## config.mk

```make
export PLATFORM = sky130hd
export DESIGN_NAME = priority_encoder_8to3_flat
export DESIGN_NICKNAME = d
export VERILOG_FILES = /design/src/rtl/priority_encoder_8to3_pkg.sv /design/src/rtl/priority_encoder_8to3_if.sv /design/src/rtl/priority_encoder_8to3_comb.sv /design/src/rtl/priority_encoder_8to3.sv /design/src/flat_wrapper.sv
export SDC_FILE = /design/constraint.sdc
export NUM_CORES = 1
export LEC_CHECK = 0
export ABC_AREA = 1
export CAP_MARGIN = 20
export CORE_AREA = 2 2 39 41
export DETAILED_ROUTE_END_ITERATION = 6
export DIE_AREA = 0 0 41 43
export GPL_ROUTABILITY_DRIVEN = 0
export PLACE_DENSITY_LB_ADDON = 0.1
export SETUP_SLACK_MARGIN = 0.2
export SLEW_MARGIN = 20
export SYNTH_ARGS = -nofsm -noshare
export SYNTH_HDL_FRONTEND = slang
export SYNTH_SLANG_ARGS = --single-unit
```

## constraint.sdc

```tcl
create_clock -name clk_i -period 0.8 [get_ports clk_i]
set_input_delay 0.08 -clock clk_i [delete_from_list [all_inputs] [get_ports clk_i]]
set_output_delay 0.08 -clock clk_i [all_outputs]
set_load 0.03 [all_outputs]
```

## src/rtl/priority_encoder_8to3_pkg.sv

```systemverilog
// Shared widths for the 8-to-3 priority encoder slice.
package priority_encoder_8to3_pkg;
    localparam int IN_W  = 8;
    localparam int OUT_W = 3;
endpackage

```

## src/rtl/priority_encoder_8to3_if.sv

```systemverilog
// Request/result bundle between a requester (master) and the encoder (slave).
interface priority_encoder_8to3_if;
    import priority_encoder_8to3_pkg::*;

    logic [IN_W-1:0]  in_i;
    logic             enable_i;
    logic [OUT_W-1:0] out_o;
    logic             valid_o;

    modport master (output in_i, output enable_i, input out_o, input valid_o);
    modport slave  (input in_i, input enable_i, output out_o, output valid_o);
endinterface

```

## src/rtl/priority_encoder_8to3_comb.sv

```systemverilog
// Combinational core: index of the most significant set bit plus an any-set flag.
module prio_enc_comb_8x3
    import priority_encoder_8to3_pkg::*;
(
    input  logic [IN_W-1:0]  in_i,
    output logic [OUT_W-1:0] idx_o,
    output logic             any_o
);

    // Ascending scan: a higher set bit overwrites any lower one.
    always_comb begin
        idx_o = '0;
        for (int i = 0; i < IN_W; i++) begin
            if (in_i[i]) begin
                idx_o = OUT_W'(i);
            end
        end
    end

    assign any_o = |in_i;

endmodule

```

## src/rtl/priority_encoder_8to3.sv

```systemverilog
// Registered 8-to-3 priority encoder with enable gating and synchronous reset.
module priority_encoder_8to3
    import priority_encoder_8to3_pkg::*;
(
    input  logic                   clk_i,
    input  logic                   rst_i,
    priority_encoder_8to3_if.slave bus
);

    logic [OUT_W-1:0] idx;
    logic             any;
    logic [OUT_W-1:0] out_d, out_q;
    logic             valid_d, valid_q;

    prio_enc_comb_8x3 u_comb (
        .in_i  (bus.in_i),
        .idx_o (idx),
        .any_o (any)
    );

    // Disabled or empty requests both collapse to the idle code 0 / invalid.
    always_comb begin
        out_d   = '0;
        valid_d = 1'b0;
        if (bus.enable_i && any) begin
            out_d   = idx;
            valid_d = 1'b1;
        end
    end

    always_ff @(posedge clk_i) begin
        if (rst_i) begin
            out_q   <= '0;
            valid_q <= 1'b0;
        end else begin
            out_q   <= out_d;
            valid_q <= valid_d;
        end
    end

    assign bus.out_o   = out_q;
    assign bus.valid_o = valid_q;

endmodule

```

## src/flat_wrapper.sv

```systemverilog
// flat-port wrapper written by rule: the top's interface ports become plain ports
module priority_encoder_8to3_flat import priority_encoder_8to3_pkg::*;
  (clk_i, rst_i, bus_in_i, bus_enable_i, bus_out_o, bus_valid_o);
  priority_encoder_8to3_if bus_i ();
  input  logic clk_i;
  input  logic rst_i;
  input wire logic [$bits(bus_i.in_i)-1:0] bus_in_i;
  input wire logic [$bits(bus_i.enable_i)-1:0] bus_enable_i;
  output wire logic [$bits(bus_i.out_o)-1:0] bus_out_o;
  output wire logic [$bits(bus_i.valid_o)-1:0] bus_valid_o;
  assign bus_i.in_i = bus_in_i;
  assign bus_i.enable_i = bus_enable_i;
  assign bus_out_o = bus_i.out_o;
  assign bus_valid_o = bus_i.valid_o;
  priority_encoder_8to3 u_core (.clk_i(clk_i), .rst_i(rst_i), .bus(bus_i));
endmodule
```

==> Word-level counts from Yosys, hierarchy flattened <==
Cells that the tools add are included.
W data, S select, Z words.
{ "word_totals": {"register_bits": 4, "inputBits": 11, "out_inout_bits": 4, "elab_cells": 14} }
{ "op_classes": {"mux": 8, "bitwise": 1, "reduce_logical": 3} }
{ "ops": {"columns": ["cell", "n"], "rows": [
  ["$mux W3", 6],
  ["$reduce_or A8 Y1", 1],
  ["$mux W1", 2],
  ["$reduce_or A2 Y1", 1],
  ["$logic_and A1 B1 Y1", 1],
  ["$not A1 Y1", 1]
]} }

==> Depth between registers and ports, before layout <==
Gate-level depths: netlist (run 1).
{ "depth": {"word_depth": 7, "ltp_mapped": 7, "mapped_depth_nobuf": 7} }

==> Cells and area by module <==
From an unflattened synthesis (run 1), not the netlist that was laid out.
{ "unflattened": {"hier_cells": 33, "hier_area_um2": 197.7} }
{ "by_module_without_submodules": {"columns": ["module", "n_inst", "cells_each", "area_per_inst_um2", "seq_area_each_um2"], "rows": [
  ["priority_encoder_8to3", 1, 13, 120.1, 80.1],
  ["prio_enc_comb_8x3", 1, 20, 77.6, 0.0]
]} }

==> Worst setup path after synthesis (run 1) <==
Ideal clock, no wire load.
{ "synth_path": {"path_type": "input-to-reg", "start": "input port bus_in_i[7]", "end": "register u_core.out_q[0], in the netlist u_core.bus.out_o[0]", "setup_ns": 0.122, "arrival_time_ns": 0.488, "required_time_ns": 0.678, "path_slack_ns": 0.190, "stages": 4, "n_path_buf": 0, "cell_sequence": "nor2_2 > nand2_1 > o21ai_2 > a21oi_1"} }
{ "synth_via": {"elab_chain_cells": 4, "elab_cells_between_ends": 5, "cone_classes": "mux: 1; bitwise: 1; reduce/logical: 3"} }
{ "synth_lines": {"columns": ["element", "line", "source"], "rows": [
  ["start: declaration", "flat_wrapper.sv:7", "input wire logic [$bits(bus_i.in_i)-1:0] bus_in_i;"],
  ["$reduce_or A8 Y1", "priority_encoder_8to3_comb.sv:20", "assign any_o = |in_i;"],
  ["$logic_and A1 B1 Y1", "priority_encoder_8to3.sv:25", "if (bus.enable_i && any) begin"],
  ["$not A1 Y1 (no source line)", null, null],
  ["$reduce_or A2 Y1 (no source line)", null, null],
  ["end signal: assignment", "priority_encoder_8to3.sv:36", "out_q <= out_d;"],
  ["end: declaration", "priority_encoder_8to3.sv:12", "logic [OUT_W-1:0] out_d, out_q;"]
]} }
Parallel ways exist; a longest one is shown, timed or not.
A chain may end at the register's enable or synchronous reset.

==> Worst setup path in the final report (run 1) <==
{ "layout_path": {"start": "register u_core.valid_q, in the netlist u_core.bus.valid_o", "end": "output port bus_valid_o"} }
{ "layout_rtl": {"columns": ["element", "line", "source"], "rows": [
  ["start: declaration", "priority_encoder_8to3.sv:13", "logic valid_d, valid_q;"],
  ["start signal: assignment", "priority_encoder_8to3.sv:37", "valid_q <= valid_d;"],
  ["end: declaration", "flat_wrapper.sv:10", "output wire logic [$bits(bus_i.valid_o)-1:0] bus_valid_o;"]
]} }
No word-level cell between the ends.

==> impl_metrics.py, run 1 <==
metrics = {
    "run_status": {
        "status": "completed",
    },
    "pwr": {
        "switching_share": 0.255,
        "finalPower_w": 0.000597,
        "pwr-share-seq": 0.366,
        "powerDensity_nw_per_um2": 1590,
        "switchingPower_w": 0.000152,
        "internal-power_w": 0.000445,
        "power_frac_clock": 0.411,
        "peakVddDrop_uv": 269,
        "p_leak_nw": 0.202,
        "p_comb_frac": 0.223,
    },
    "sta": {
        "finalHoldViolCount": 0,
        "finalMaxSlewViolations": 0,
        "setup_violations": 0,
        "worstMarginPinSlew_ns": 0.153,
        "setup_slack_ns": 0.0548,
        "fin_setup_tns_ns": 0,
        "fmax_ghz": 1.34,
        "final.period_utilization": 0.932,
        "timing.final.crit_period_ns": 0.745,
        "relSlewSlack": 0.898,
        "grt_setup_unrepaired": "true",
    },
    "floorplanning": {
        "chipHeight_um": 43,
        "boundaryPins": 15,
        "die_x_um": 41,
        "core-area_sq_um": 1380,
        "rows": 14,
        "start_util": 0.135,
        "fp.dieArea_sq_um": 1760,
    },
    "placement": {
        "place_ws_ns": -0.317,
        "numPortBuffers": 14,
        "dp_hpwl_um": 355,
    },
    "synthesis": {
        "ys_types": 9,
        "yosysWarningCount": 0,
        "ys_seq_area_frac": 0.430,
        "syn_area_per_cell_sq_um": 6.66,
        "syn_inst": 28,
        "yosys-top-cells-area": "dfxtp_1 43%, inv_1 16%, nand2_1 12%",
        "syn-cell-area_sq_um": 186,
        "netlist.top_cell.by_area": "dfxtp_1",
        "synth_top_area_frac": 0.430,
        "synth_fp_nets": 39,
        "ys_ff_latch": 4,
    },
    "drt": {
        "drt_pass1_iterations": 4,
        "drc": 0,
        "viasPerCell": 3.67,
        "first_iter_violations": 2,
        "wirelength_um": 461,
        "post_drt_wl_per_cell_um": 7.32,
        "drtAntennaViolNets": 0,
        "vias": 231,
    },
    "worst_setup_path": {
        "cp_max_fo": 1,
        "start_kind": "flop",
        "cp_top_family": "flip-flops",
        "cp.arrival_ns": 0.67,
        "path_cells": "buf_6",
        "crit_required_ns": 0.72,
        "path_buf_inv": 1,
        "cp-end-kind": "output port",
        "cp.depth": 1,
        "crit_slowest_cell": "dfxtp_2",
        "path_class": "reg -> out",
        "critical-path-max-stage-delay_ns": 0.31,
    },
    "grt": {
        "grt_remaining_overflow": 0,
        "grt_max_degree": 5,
        "track_usage": 0.0682,
        "grt_pass1_vias": 224,
        "antenna_found_initial": 0,
        "grt_pass1_wl_um": 772,
    },
    "finish": {
        "area_growth_pct": 101,
        "insertedDiodeCount": 0,
        "multiInputGateArea_sq_um": 100,
        "fillers": 165,
        "area.sequential_sq_um": 85.1,
        "final_util": 0.271,
        "final_layout_size_suffix_gt1_frac": 0.660,
        "nets": 60,
    },
    "clock_network": {
        "clock_path_buffers": 2,
        "htreeDepth": 1,
        "clock_sinks": 4,
        "cts_tree": "built",
        "clockRootBuffer": "clkbuf_4",
        "cts_hold_buf": 0,
        "cts_buffers": 3,
        "clkTransAtPathRegs_ns": 0.04,
    },
    "job": {
        "drv_cap": 0,
    },
    "worst_hold_path": {
        "hp-class": "in -> reg",
        "hold_depth": 3,
        "worstHoldStart": "bus_in_i[7]",
        "min_to": "u_core.bus.out_o[0]",
    },
}
layer usage:
layer	track usage	vias up	wire [um]	share of wire
met5	0	-	0	0
met4	0.100	0	0	0
met3	0	0	25	0.054
met2	0.0938	7	276	0.60
met1	0.0737	103	160	0.35
li1	-	121	-	-
cells by family after synthesis:
| family | Yosys count | share of synthesized area |
|---|---|---|
| AO/OA/AOI/OAI | 5 | 0.154 |
| buffers and inverters | 8 | 0.161 |
| flip-flops | 4 | 0.430 |
| AND/OR/NAND/NOR | 11 | 0.255 |
flip-flops by register name (all words and copies together), names as in the netlist:
| signal | count |
|---|---|
| u_core.bus.valid_o | 1 |
| u_core.bus.out_o | 3 |
stage by stage:
step / hold WS, ns / cell area (sq um) / std cells
after floorplan: 0.213 / 186 / 28
after global placement: 0.511 / 337 / 58
after detailed placement: 0.511 / 337 / 58
after CTS: 0.121 / 382 / 63
after global routing: 0.118 / 375 / 63
final: 0.0864 / 375 / 63
final cells by class:
type	instances	area share
sequential	4	0.227
timing repair buffer	16	0.313
multi-input combinational	16	0.267
inverter	8	0.0800
tap	16	0.0533
clock buffer	3	0.0600
power by group through the flow:
stage / clock, W / sequential (W) / combinational [W]
6_report: 0.000245 / 0.000219 / 0.000133
3_5_place_dp: 0 / 0.000218 / 0.000130
5_1_grt: 0.000263 / 0.000219 / 0.000147
2_1_floorplan: 0 / 0.000240 / 0.0000313
3_3_place_gp: 0 / 0.000217 / 0.000130
4_1_cts: 0.000261 / 0.000219 / 0.000129
repair_timing:
| item | 4_1_cts | 5_1_grt |
|---|---|---|
| endpoints found under the setup margin | 8 | 8 |
| pin swaps | 7 | 6 |
| setup buffers | 2 | 0 |
| resized for setup | 29 | 16 |
cells in the final DEF, fill, tap and decap left out, drive strengths merged:
cell type / count
a21oi: 3
nor2: 4
clkbuf: 9
inv: 8
dfxtp: 4
o21ai: 2
nand3: 1
dlygate4sd2: 2
buf: 8
nand2: 6
how the worst max path moves through the flow:
stage                                   start                  end  slack, ns
after floorplan                   bus_in_i[1]  u_core.bus.out_o[0]       0.21
after global placement            bus_in_i[7]  u_core.bus.out_o[0]      -0.32
after detailed placement          bus_in_i[7]  u_core.bus.out_o[0]      -0.32
after CTS                 u_core.bus.out_o[0]         bus_out_o[0]       0.04
after global routing       u_core.bus.valid_o          bus_valid_o       0.03
final                      u_core.bus.valid_o          bus_valid_o       0.05
Yosys cell counts:
library cell / n
inv_1: 8
nand2_1: 6
dfxtp_1: 4
a21oi_1: 3
nor2_1: 2
nor2_2: 2
nand3_1: 1
o21ai_0: 1
o21ai_2: 1
Power figures use the tool's default switching activity.
==> run 2: changes to the inputs <==
--- a/config.mk
+++ b/config.mk
@@ -13,7 +13,6 @@
 export GPL_ROUTABILITY_DRIVEN = 0
 export PLACE_DENSITY_LB_ADDON = 0.1
 export SETUP_SLACK_MARGIN = 0.2
-export SLEW_MARGIN = 20
 export SYNTH_ARGS = -nofsm -noshare
 export SYNTH_HDL_FRONTEND = slang
 export SYNTH_SLANG_ARGS = --single-unit
==> results of run 2 <==
The final DEF is identical to that of run 1; final timing and power are the same.
